$ cat config.mk
export PLATFORM = sky130hd
export DESIGN_NAME = dsp_issue_stage
export DESIGN_NICKNAME = d
export VERILOG_FILES = /design/src/rtl/dsp_issue_pkg.sv /design/src/rtl/dsp_regfile.sv /design/src/rtl/dsp_issue_stage.sv
export SDC_FILE = /design/constraint.sdc
export NUM_CORES = 1
export LEC_CHECK = 0
export CORE_UTILIZATION = 45
export DETAILED_ROUTE_END_ITERATION = 8
export PLACE_DENSITY = 0.69
export SETUP_SLACK_MARGIN = 0.5
export SKIP_CTS_REPAIR_TIMING = 1
export SLEW_MARGIN = 20
export SYNTH_ARGS = -nofsm -noshare
export SYNTH_HDL_FRONTEND = slang
export SYNTH_SLANG_ARGS = --single-unit
$ cat constraint.sdc
create_clock -name clk -period 16.05 [get_ports clk]
set_input_delay 3.21 -clock clk [delete_from_list [all_inputs] [get_ports clk]]
set_output_delay 3.21 -clock clk [all_outputs]
set_load 0.01 [all_outputs]
$ cat src/rtl/dsp_issue_pkg.sv
// Shared definitions for the DSP issue stage: instruction field positions,
// ALU opcode encodings and opcode classification helpers.
package dsp_issue_pkg;

    localparam int unsigned INSTR_W = 32;
    localparam int unsigned OP_W    = 8;
    localparam int unsigned REG_AW  = 4;
    localparam int unsigned SH_W    = 5;
    localparam int unsigned IMM_W   = 16;

    // Instruction field LSB positions
    localparam int unsigned OP_LO   = 24;
    localparam int unsigned RD_LO   = 20;
    localparam int unsigned RA_LO   = 16;
    localparam int unsigned RB_LO   = 12;
    localparam int unsigned RC_LO   = 8;
    localparam int unsigned SH_LO   = 3;
    localparam int unsigned IMM_LO  = 0;

    // ALU opcode encodings
    localparam logic [OP_W-1:0] ALU_NOP = 8'h00;
    localparam logic [OP_W-1:0] ADD     = 8'h01;
    localparam logic [OP_W-1:0] SUB     = 8'h02;
    localparam logic [OP_W-1:0] MAC     = 8'h03;
    localparam logic [OP_W-1:0] SHL     = 8'h04;
    localparam logic [OP_W-1:0] IADD_I  = 8'h11;
    localparam logic [OP_W-1:0] ISUB_I  = 8'h12;
    localparam logic [OP_W-1:0] BEZ     = 8'h20;
    localparam logic [OP_W-1:0] BNEZ    = 8'h21;

    function automatic logic is_branch(input logic [OP_W-1:0] op);
        return (op == BEZ) || (op == BNEZ);
    endfunction

    // Immediate format: the _I opcodes plus both branches
    function automatic logic is_imm(input logic [OP_W-1:0] op);
        return (op == IADD_I) || (op == ISUB_I) || is_branch(op);
    endfunction

    // Everything except NOP and branches produces a result, unknown opcodes included
    function automatic logic has_result(input logic [OP_W-1:0] op);
        return (op != ALU_NOP) && !is_branch(op);
    endfunction

endpackage

$ cat src/rtl/dsp_regfile.sv
// Register file for the issue stage.
// Ports: clk/rst (async active-high clear), three async read ports
// (ra_*/rd_*), one sync write port (we/wa/wd). R0 reads zero and ignores writes.
module dsp_regfile #(
    parameter int unsigned N  = 16,
    parameter int unsigned R  = 16,
    parameter int unsigned AW = 4
) (
    input  logic          clk,
    input  logic          rst,
    input  logic [AW-1:0] ra_a,
    input  logic [AW-1:0] ra_b,
    input  logic [AW-1:0] ra_c,
    output logic [N-1:0]  rd_a,
    output logic [N-1:0]  rd_b,
    output logic [N-1:0]  rd_c,
    input  logic          we,
    input  logic [AW-1:0] wa,
    input  logic [N-1:0]  wd
);

    logic [N-1:0] mem [R];

    // Storage with async clear; writes to R0 are dropped
    always_ff @(posedge clk or posedge rst) begin
        if (rst) begin
            for (int i = 0; i < int'(R); i++) begin
                mem[i] <= '0;
            end
        end else if (we && (wa != '0)) begin
            mem[wa] <= wd;
        end
    end

    assign rd_a = (ra_a == '0) ? '0 : mem[ra_a];
    assign rd_b = (ra_b == '0) ? '0 : mem[ra_b];
    assign rd_c = (ra_c == '0) ? '0 : mem[ra_c];

endmodule

$ cat src/rtl/dsp_issue_stage.sv
// Decode/issue stage in front of the ALU.
// Ports: clk/rst; instr_valid/instr_ready/instr (instruction handshake);
// alu_opcode/alu_a/alu_b/alu_c/alu_shift (registered ALU drive) and alu_out
// (combinational ALU result); res_valid/res_ready/res_data/res_rd (result
// handshake); br_valid/br_target (taken-branch pulse); busy.
module dsp_issue_stage
    import dsp_issue_pkg::*;
#(
    parameter int unsigned N = 16,
    parameter int unsigned O = 8,
    parameter int unsigned S = 5,
    parameter int unsigned R = 16
) (
    input  logic         clk,
    input  logic         rst,
    input  logic         instr_valid,
    output logic         instr_ready,
    input  logic [31:0]  instr,
    output logic [O-1:0] alu_opcode,
    output logic [N-1:0] alu_a,
    output logic [N-1:0] alu_b,
    output logic [N-1:0] alu_c,
    output logic [S-1:0] alu_shift,
    input  logic [N-1:0] alu_out,
    output logic         res_valid,
    input  logic         res_ready,
    output logic [N-1:0] res_data,
    output logic [3:0]   res_rd,
    output logic         br_valid,
    output logic [N-1:0] br_target,
    output logic         busy
);

    localparam int unsigned AW = REG_AW;

    logic          ex_valid;
    logic [AW-1:0] ex_rd;

    // Decode fields straight off the instruction word
    logic [OP_W-1:0]  op_in;
    logic [AW-1:0]    rd_in;
    logic [AW-1:0]    ra_in;
    logic [AW-1:0]    rb_in;
    logic [AW-1:0]    rc_in;
    logic [SH_W-1:0]  sh_in;
    logic [IMM_W-1:0] imm_in;
    logic             unused_rsvd;

    assign op_in       = instr[OP_LO +: OP_W];
    assign rd_in       = instr[RD_LO +: AW];
    assign ra_in       = instr[RA_LO +: AW];
    assign rb_in       = instr[RB_LO +: AW];
    assign rc_in       = instr[RC_LO +: AW];
    assign sh_in       = instr[SH_LO +: SH_W];
    assign imm_in      = instr[IMM_LO +: IMM_W];
    assign unused_rsvd = ^instr[2:0];

    // Handshake and advance control
    logic ex_has_res;
    logic ex_adv;
    logic accept;
    logic br_taken;
    logic fwd_en;

    assign ex_has_res  = has_result(OP_W'(alu_opcode));
    assign ex_adv      = ex_valid && (!ex_has_res || !res_valid || res_ready);
    assign instr_ready = !ex_valid || ex_adv;
    assign accept      = instr_valid && instr_ready;
    assign busy        = ex_valid || res_valid;

    // Branch condition looks at the registered A operand, not the ALU output
    assign br_taken = is_branch(OP_W'(alu_opcode)) &&
                      ((OP_W'(alu_opcode) == BEZ) == (alu_a == '0));

    // EX result bypass; rd=0 never forwards so R0 stays zero
    assign fwd_en = ex_adv && ex_has_res && (ex_rd != '0);

    logic [N-1:0] rf_a;
    logic [N-1:0] rf_b;
    logic [N-1:0] rf_c;

    dsp_regfile #(
        .N  (N),
        .R  (R),
        .AW (AW)
    ) u_regfile (
        .clk  (clk),
        .rst  (rst),
        .ra_a (ra_in),
        .ra_b (rb_in),
        .ra_c (rc_in),
        .rd_a (rf_a),
        .rd_b (rf_b),
        .rd_c (rf_c),
        .we   (ex_adv && ex_has_res),
        .wa   (ex_rd),
        .wd   (alu_out)
    );

    // Operand selection for the instruction being accepted
    logic [N-1:0] src_a_c;
    logic [N-1:0] src_b_c;
    logic [N-1:0] src_c_c;
    logic [N-1:0] next_b_c;
    logic [N-1:0] next_c_c;
    logic [S-1:0] next_sh_c;

    always_comb begin
        src_a_c   = rf_a;
        src_b_c   = rf_b;
        src_c_c   = rf_c;
        next_b_c  = '0;
        next_c_c  = '0;
        next_sh_c = '0;
        if (fwd_en && (ra_in == ex_rd)) src_a_c = alu_out;
        if (fwd_en && (rb_in == ex_rd)) src_b_c = alu_out;
        if (fwd_en && (rc_in == ex_rd)) src_c_c = alu_out;
        if (is_imm(op_in)) begin
            next_b_c = N'(imm_in);
        end else begin
            next_b_c  = src_b_c;
            next_c_c  = src_c_c;
            next_sh_c = S'(sh_in);
        end
    end

    // EX register: sole source of the ALU drive
    always_ff @(posedge clk or posedge rst) begin
        if (rst) begin
            ex_valid   <= 1'b0;
            ex_rd      <= '0;
            alu_opcode <= O'(ALU_NOP);
            alu_a      <= '0;
            alu_b      <= '0;
            alu_c      <= '0;
            alu_shift  <= '0;
        end else if (accept) begin
            ex_valid   <= 1'b1;
            ex_rd      <= rd_in;
            alu_opcode <= O'(op_in);
            alu_a      <= src_a_c;
            alu_b      <= next_b_c;
            alu_c      <= next_c_c;
            alu_shift  <= next_sh_c;
        end else if (ex_adv) begin
            ex_valid   <= 1'b0;
        end
    end

    // Result holding register and branch pulse
    always_ff @(posedge clk or posedge rst) begin
        if (rst) begin
            res_valid <= 1'b0;
            res_data  <= '0;
            res_rd    <= '0;
            br_valid  <= 1'b0;
            br_target <= '0;
        end else begin
            if (ex_adv && ex_has_res) begin
                res_valid <= 1'b1;
                res_data  <= alu_out;
                res_rd    <= 4'(ex_rd);
            end else if (res_ready) begin
                res_valid <= 1'b0;
            end
            br_valid <= ex_adv && br_taken;
            if (ex_adv && br_taken) begin
                br_target <= alu_b;
            end
        end
    end

endmodule
**Word level (Yosys, flattened, before mapping)**

Cells that the tools add are included.

- Input port bits: 52
- Output and inout bits: 101
- Word-level logic and storage cells: 103
- Flip-flop bits (word level): 360

- Magnitude comparators: 5
- Reductions and logical operators: 31
- Eq/ne operators: 10
- Bitwise gates (word level): 4
- Multiplexer cells: 25

Operators by type and width:

| kind | count |
|---|---|
| $bwmux 256 | 1 |
| $mux 16 | 15 |
| $bmux 16 s4 | 3 |
| $demux 16 s4 | 1 |
| $eq 8x6->1 const B | 4 |
| $ge 5x5->1 const B | 4 |
| $not 4->5 | 4 |
| $eq 8x5->1 const B | 2 |
| $logic_not 16->1 | 1 |
| $eq 4x4->1 | 3 |
| $logic_not 4->1 | 3 |
| $logic_and 1x1->1 | 11 |
| $logic_or 1x1->1 | 8 |
| $reduce_bool 8->1 | 1 |
| $lt 5x1->1 const B | 1 |
| $mux 5 | 1 |
| $logic_not 1->1 | 4 |
| $mux 1 | 4 |
| $reduce_bool 2->1 | 2 |
| $reduce_bool 4->1 | 1 |
| $eq 1x1->1 | 1 |

**Logic depth before layout (Yosys ltp)**

- Depth in word-level cells: 13
- Depth in mapped cells: 9
- Gate-level depth less buffers: 5

**By module**

From an unflattened synthesis, not the netlist that was laid out.

- Cells, all modules: 1,497
- Area total of the unflattened synthesis: 20,253.2 µm²

Modules (own cells, without submodules):

| module | cells each | area an instance (µm²) | sequential area each (µm²) | instances |
|---|---|---|---|---|
| dsp_regfile | 1,068 | 15,391.0 | 6,055.8 | 1 |
| dsp_issue_stage | 429 | 4,862.2 | 2,602.5 | 1 |

**Worst setup path before layout**

No wires, ideal clock.

- Kind: in2out
- From: input port res_ready
- To: output port instr_ready
- Buffers on the path: 0
- Cell stages on the path: 2
- Data required time: 12.840 ns
- Setup slack: 9.278 ns
- Data arrival time: 3.562 ns
- Cells stage by stage: nor2b_1 > o311ai_4

- Word-level cells in the longest chain between the ends: 3

Ends and longest elaborated chain:

| what | line | RTL |
|---|---|---|
| from (decl) | dsp_issue_stage.sv:26 | `input logic res_ready,` |
| $logic_or 1x1->1 | dsp_issue_stage.sv:66 | `assign ex_adv = ex_valid && (!ex_has_res \|\| !res_valid \|\| res_ready);` |
| $logic_and 1x1->1 | dsp_issue_stage.sv:66 |  |
| $logic_or 1x1->1 | dsp_issue_stage.sv:67 | `assign instr_ready = !ex_valid \|\| ex_adv;` |
| to (decl) | dsp_issue_stage.sv:17 | `output logic instr_ready,` |

Every way passes these cells.

**Worst setup path after layout**

Ends and elaborated chain as after synthesis.

==> run metrics <==
async set-or-reset flop fraction in the synthesized netlist=1.00; clock tree from TritonCTS=built; area growth from synthesis to layout=16.1%; register area=9010 um^2; mapped cell area=20,200 um^2; delay contributed by the slowest stage of the critical path=520 ps; achievable frequency=128 MHz; half-perimeter wire length after placement=37,800 um; Setup Crit Path Kind=in -> out; core region area=44,200 um^2; actual transition at the worst max-transition pin=1160 ps; DRT iter0 DRCs=1,322; Yosys reg bits=360; Critical Path Most Common Cell=sky130_fd_sc_hd__clkdlybuf4s50_1; clock-pin slew of the registers on the worst-case setup and hold paths=60 ps; switching fraction of total power=0.309; Rel. slew slack=0.225; library cell used as clock root buffer=sky130_fd_sc_hd__clkbuf_16; Worst Path Required=12,840 ps; vias per inst=6.44; hold path cells=0; commonest register cell after synthesis=sky130_fd_sc_hd__dfrtp_1; DRC violations left=0; die outline width=214 um; number of standard cells in the layout, taps in and fillers out=2,164; crit path capture type=primary output; leading cell types by count after synthesis=sky130_fd_sc_hd__dfrtp_1, sky130_fd_sc_hd__mux2_2, sky130_fd_sc_hd__mux4_2; launching element of the worst setup path=res_ready; outcome=finished, final reports clean; post-route cell area=23,500 um^2; number of detailed-route iterations in the first pass=5; Leak Pwr=9.71 nW; top cell type's share of synthesized area=0.446; number of setup violations in the final report=0; switching pwr=1.17 mW; number of cells produced by synthesis=1,478; proportion of synthesized chip area in sequential cells=0.446; global-route congestion overflow total=0; NumNets Final=1,595; Yosys top cell by area=sky130_fd_sc_hd__dfrtp_1; post-route clock skew=13.8 ps; Hold WS=393 ps; count of unique library cells instantiated by Yosys=56; routability congestion estimate from global placement=0.854; Placement Cell Area=22,100 um^2; final period utilization=0.485; leading cell types by total area after synthesis=sky130_fd_sc_hd__dfrtp_1, sky130_fd_sc_hd__mux4_2, sky130_fd_sc_hd__mux2_2, sky130_fd_sc_hd__mux2i_1, sky130_fd_sc_hd__nand2_1; instance count after placement with tap cells included=2,092; count of buffers inserted at the top-level ports=152; worst-case hold path end point=u_regfile.mem[254]; Post-Synthesis Net Count=1,530; worst setup slack for register-to-register paths=12,610 ps; total count of max-transition violations in the final report=0; power share of the sequential group=0.418; cell row count=77; total power=3.79 mW; mean cell area of the mapped netlist=13.7 um^2; Die Footprint=45,800 um^2; clk sink count=360; internal power=2.62 mW; combined global-route utilization of all metal layers=0.265; initial antenna violation count=1; Max stage delay cell, worst path=sky130_fd_sc_hd__clkdlybuf4s50_1; pin count of the biggest net entering global routing=103; Yosys warnings=0; multi-input combinational cell area=10,500 um^2; ANT cells=0; Crit Reg-Reg Startpoint=alu_opcode[1]; Min-Delay Path Class=reg -> reg; count of cells along the worst register-to-register path=5; launching element type of the critical path=input port; final count of hold timing violations=0; clk_lat worst skew=540 ps; most common cell in the synthesized netlist=sky130_fd_sc_hd__dfrtp_1; time the worst path needs with I/O delays and setup=7790 ps; DRT antenna net count=0; initial standard-cell utilization of the core=0.457; reg2reg end=alu_a[2]; Fin Setup TNS=0 ps; Post-Route WL=60,100 um; number of synthesized flops with an enable pin=0; unrepaired setup endpoints after global routing=no; wire length of the first global-routing pass=92,000 um; CTS max path bufs=3; launch instance of the worst min-delay path=u_regfile.mem[254]; proportion of power drawn by combinational gates=0.335; crit path DAT=4580 ps; DR vias=13,900; wire length per cell=27.8 um; vias in the first global route=14,200; Max-cap violations=0; CTS H-Tree Depth=2; largest driver fanout on the critical path=6; Die Y=214 um; number of buffers added by the clock tree synthesis step=39; PD cells=162 nW/um^2; share of post-route cells with drive strength above 1=0.390; Filler cells=3,630; Worst IR Drop VDD=0.0683 mV; crit path cell chain=clkdlybuf4s50_1 > nor2b_1 > o311ai_4 > clkdlybuf4s50_1; I/O pins=153; clock network fraction of design power=0.247
-- sequential cells by signal, summed over array words and instances, names as in the netlist --
name / cells
alu_a: 16
alu_b: 16
alu_c: 16
alu_opcode: 8
alu_shift: 5
br_target: 16
br_valid: 1
ex_rd: 4
ex_valid: 1
res_data: 16
res_rd: 4
res_valid: 1
u_regfile.mem: 256
-- per-stage QoR --
stage,util,setup slack [ps]
after floorplan,-,2850
after global placement,0.500,8310
after detailed placement,0.500,8280
after CTS,0.530,8270
after global routing,0.531,8180
final,0.531,8260
-- layout make-up --
| cell class | instances | area share |
|---|---|---|
| well taps | 592 | 0.0315 |
| clock buffers | 59 | 0.0513 |
| multi-input cells | 937 | 0.449 |
| inverters | 13 | 0.00240 |
| clock inverters | 11 | 0.00554 |
| repair buffers | 192 | 0.0770 |
| flip-flops and latches | 360 | 0.384 |
-- worst max-delay path: cells and delay by family --
family | cells | cell delay, ps
buffers and inverters | 2 | 940
AND/OR/NAND/NOR | 1 | 220
AO/OA/AOI/OAI | 1 | 200
-- worst max path at each step --
stage                       end  slack (ps)
floorplan              alu_a[0]        2850
global placement    instr_ready        8310
detailed placement  instr_ready        8280
CTS                 instr_ready        8270
global route        instr_ready        8180
finish              instr_ready        8260
-- layer usage --
metal / routed length (um) / global-route usage
met2: 28000 / 0.411
met3: 5530 / 0.0594
met4: 2220 / 0.101
met5: 13 / 0
met1: 24300 / 0.365
-- placed cells by master, fill, tap and decap left out, types with 4 or more instances in the layout --
cell / n
sky130_fd_sc_hd__nor2_1: 26
sky130_fd_sc_hd__a311o_1: 4
sky130_fd_sc_hd__buf_2: 6
sky130_fd_sc_hd__mux4_2: 183
sky130_fd_sc_hd__and2_1: 19
sky130_fd_sc_hd__inv_1: 11
sky130_fd_sc_hd__dfrtp_1: 360
sky130_fd_sc_hd__o21ai_0: 9
sky130_fd_sc_hd__clkbuf_16: 41
sky130_fd_sc_hd__nor2_2: 8
sky130_fd_sc_hd__buf_4: 41
sky130_fd_sc_hd__clkinv_2: 8
sky130_fd_sc_hd__nor2b_1: 18
sky130_fd_sc_hd__or2_2: 4
sky130_fd_sc_hd__a221oi_1: 13
sky130_fd_sc_hd__a221o_1: 32
sky130_fd_sc_hd__a211oi_1: 16
sky130_fd_sc_hd__a22oi_1: 8
sky130_fd_sc_hd__clkdlybuf4s50_1: 143
sky130_fd_sc_hd__o31ai_1: 9
sky130_fd_sc_hd__a21oi_1: 26
sky130_fd_sc_hd__or4_1: 5
sky130_fd_sc_hd__clkbuf_1: 7
sky130_fd_sc_hd__mux2i_1: 53
sky130_fd_sc_hd__xnor2_1: 11
sky130_fd_sc_hd__clkbuf_8: 11
sky130_fd_sc_hd__nand2_1: 97
sky130_fd_sc_hd__nor4_1: 8
sky130_fd_sc_hd__o2bb2ai_1: 4
sky130_fd_sc_hd__nand2b_1: 7
sky130_fd_sc_hd__nor3_1: 39
sky130_fd_sc_hd__mux2_2: 292
-- logic make-up after synthesis --
logic type	after synthesis	share of synthesized area
AO/OA/AOI/OAI	138	0.0545
multiplexers	529	0.393
XOR/XNOR	13	0.00563
buffers and inverters	181	0.0373
AND/OR/NAND/NOR	257	0.0637
flip-flops	360	0.446
-- power by group through the flow --
stage	sequential, mW	clock, mW	combinational (mW)
6_report	1.59	0.938	1.27
2_1_floorplan	1.51	0	0.892
4_1_cts	1.57	0.953	1.27
3_3_place_gp	1.55	0	1.24
5_1_grt	1.64	0.986	1.35
3_5_place_dp	1.59	0	1.26
(Power assumes the default switching activity.)
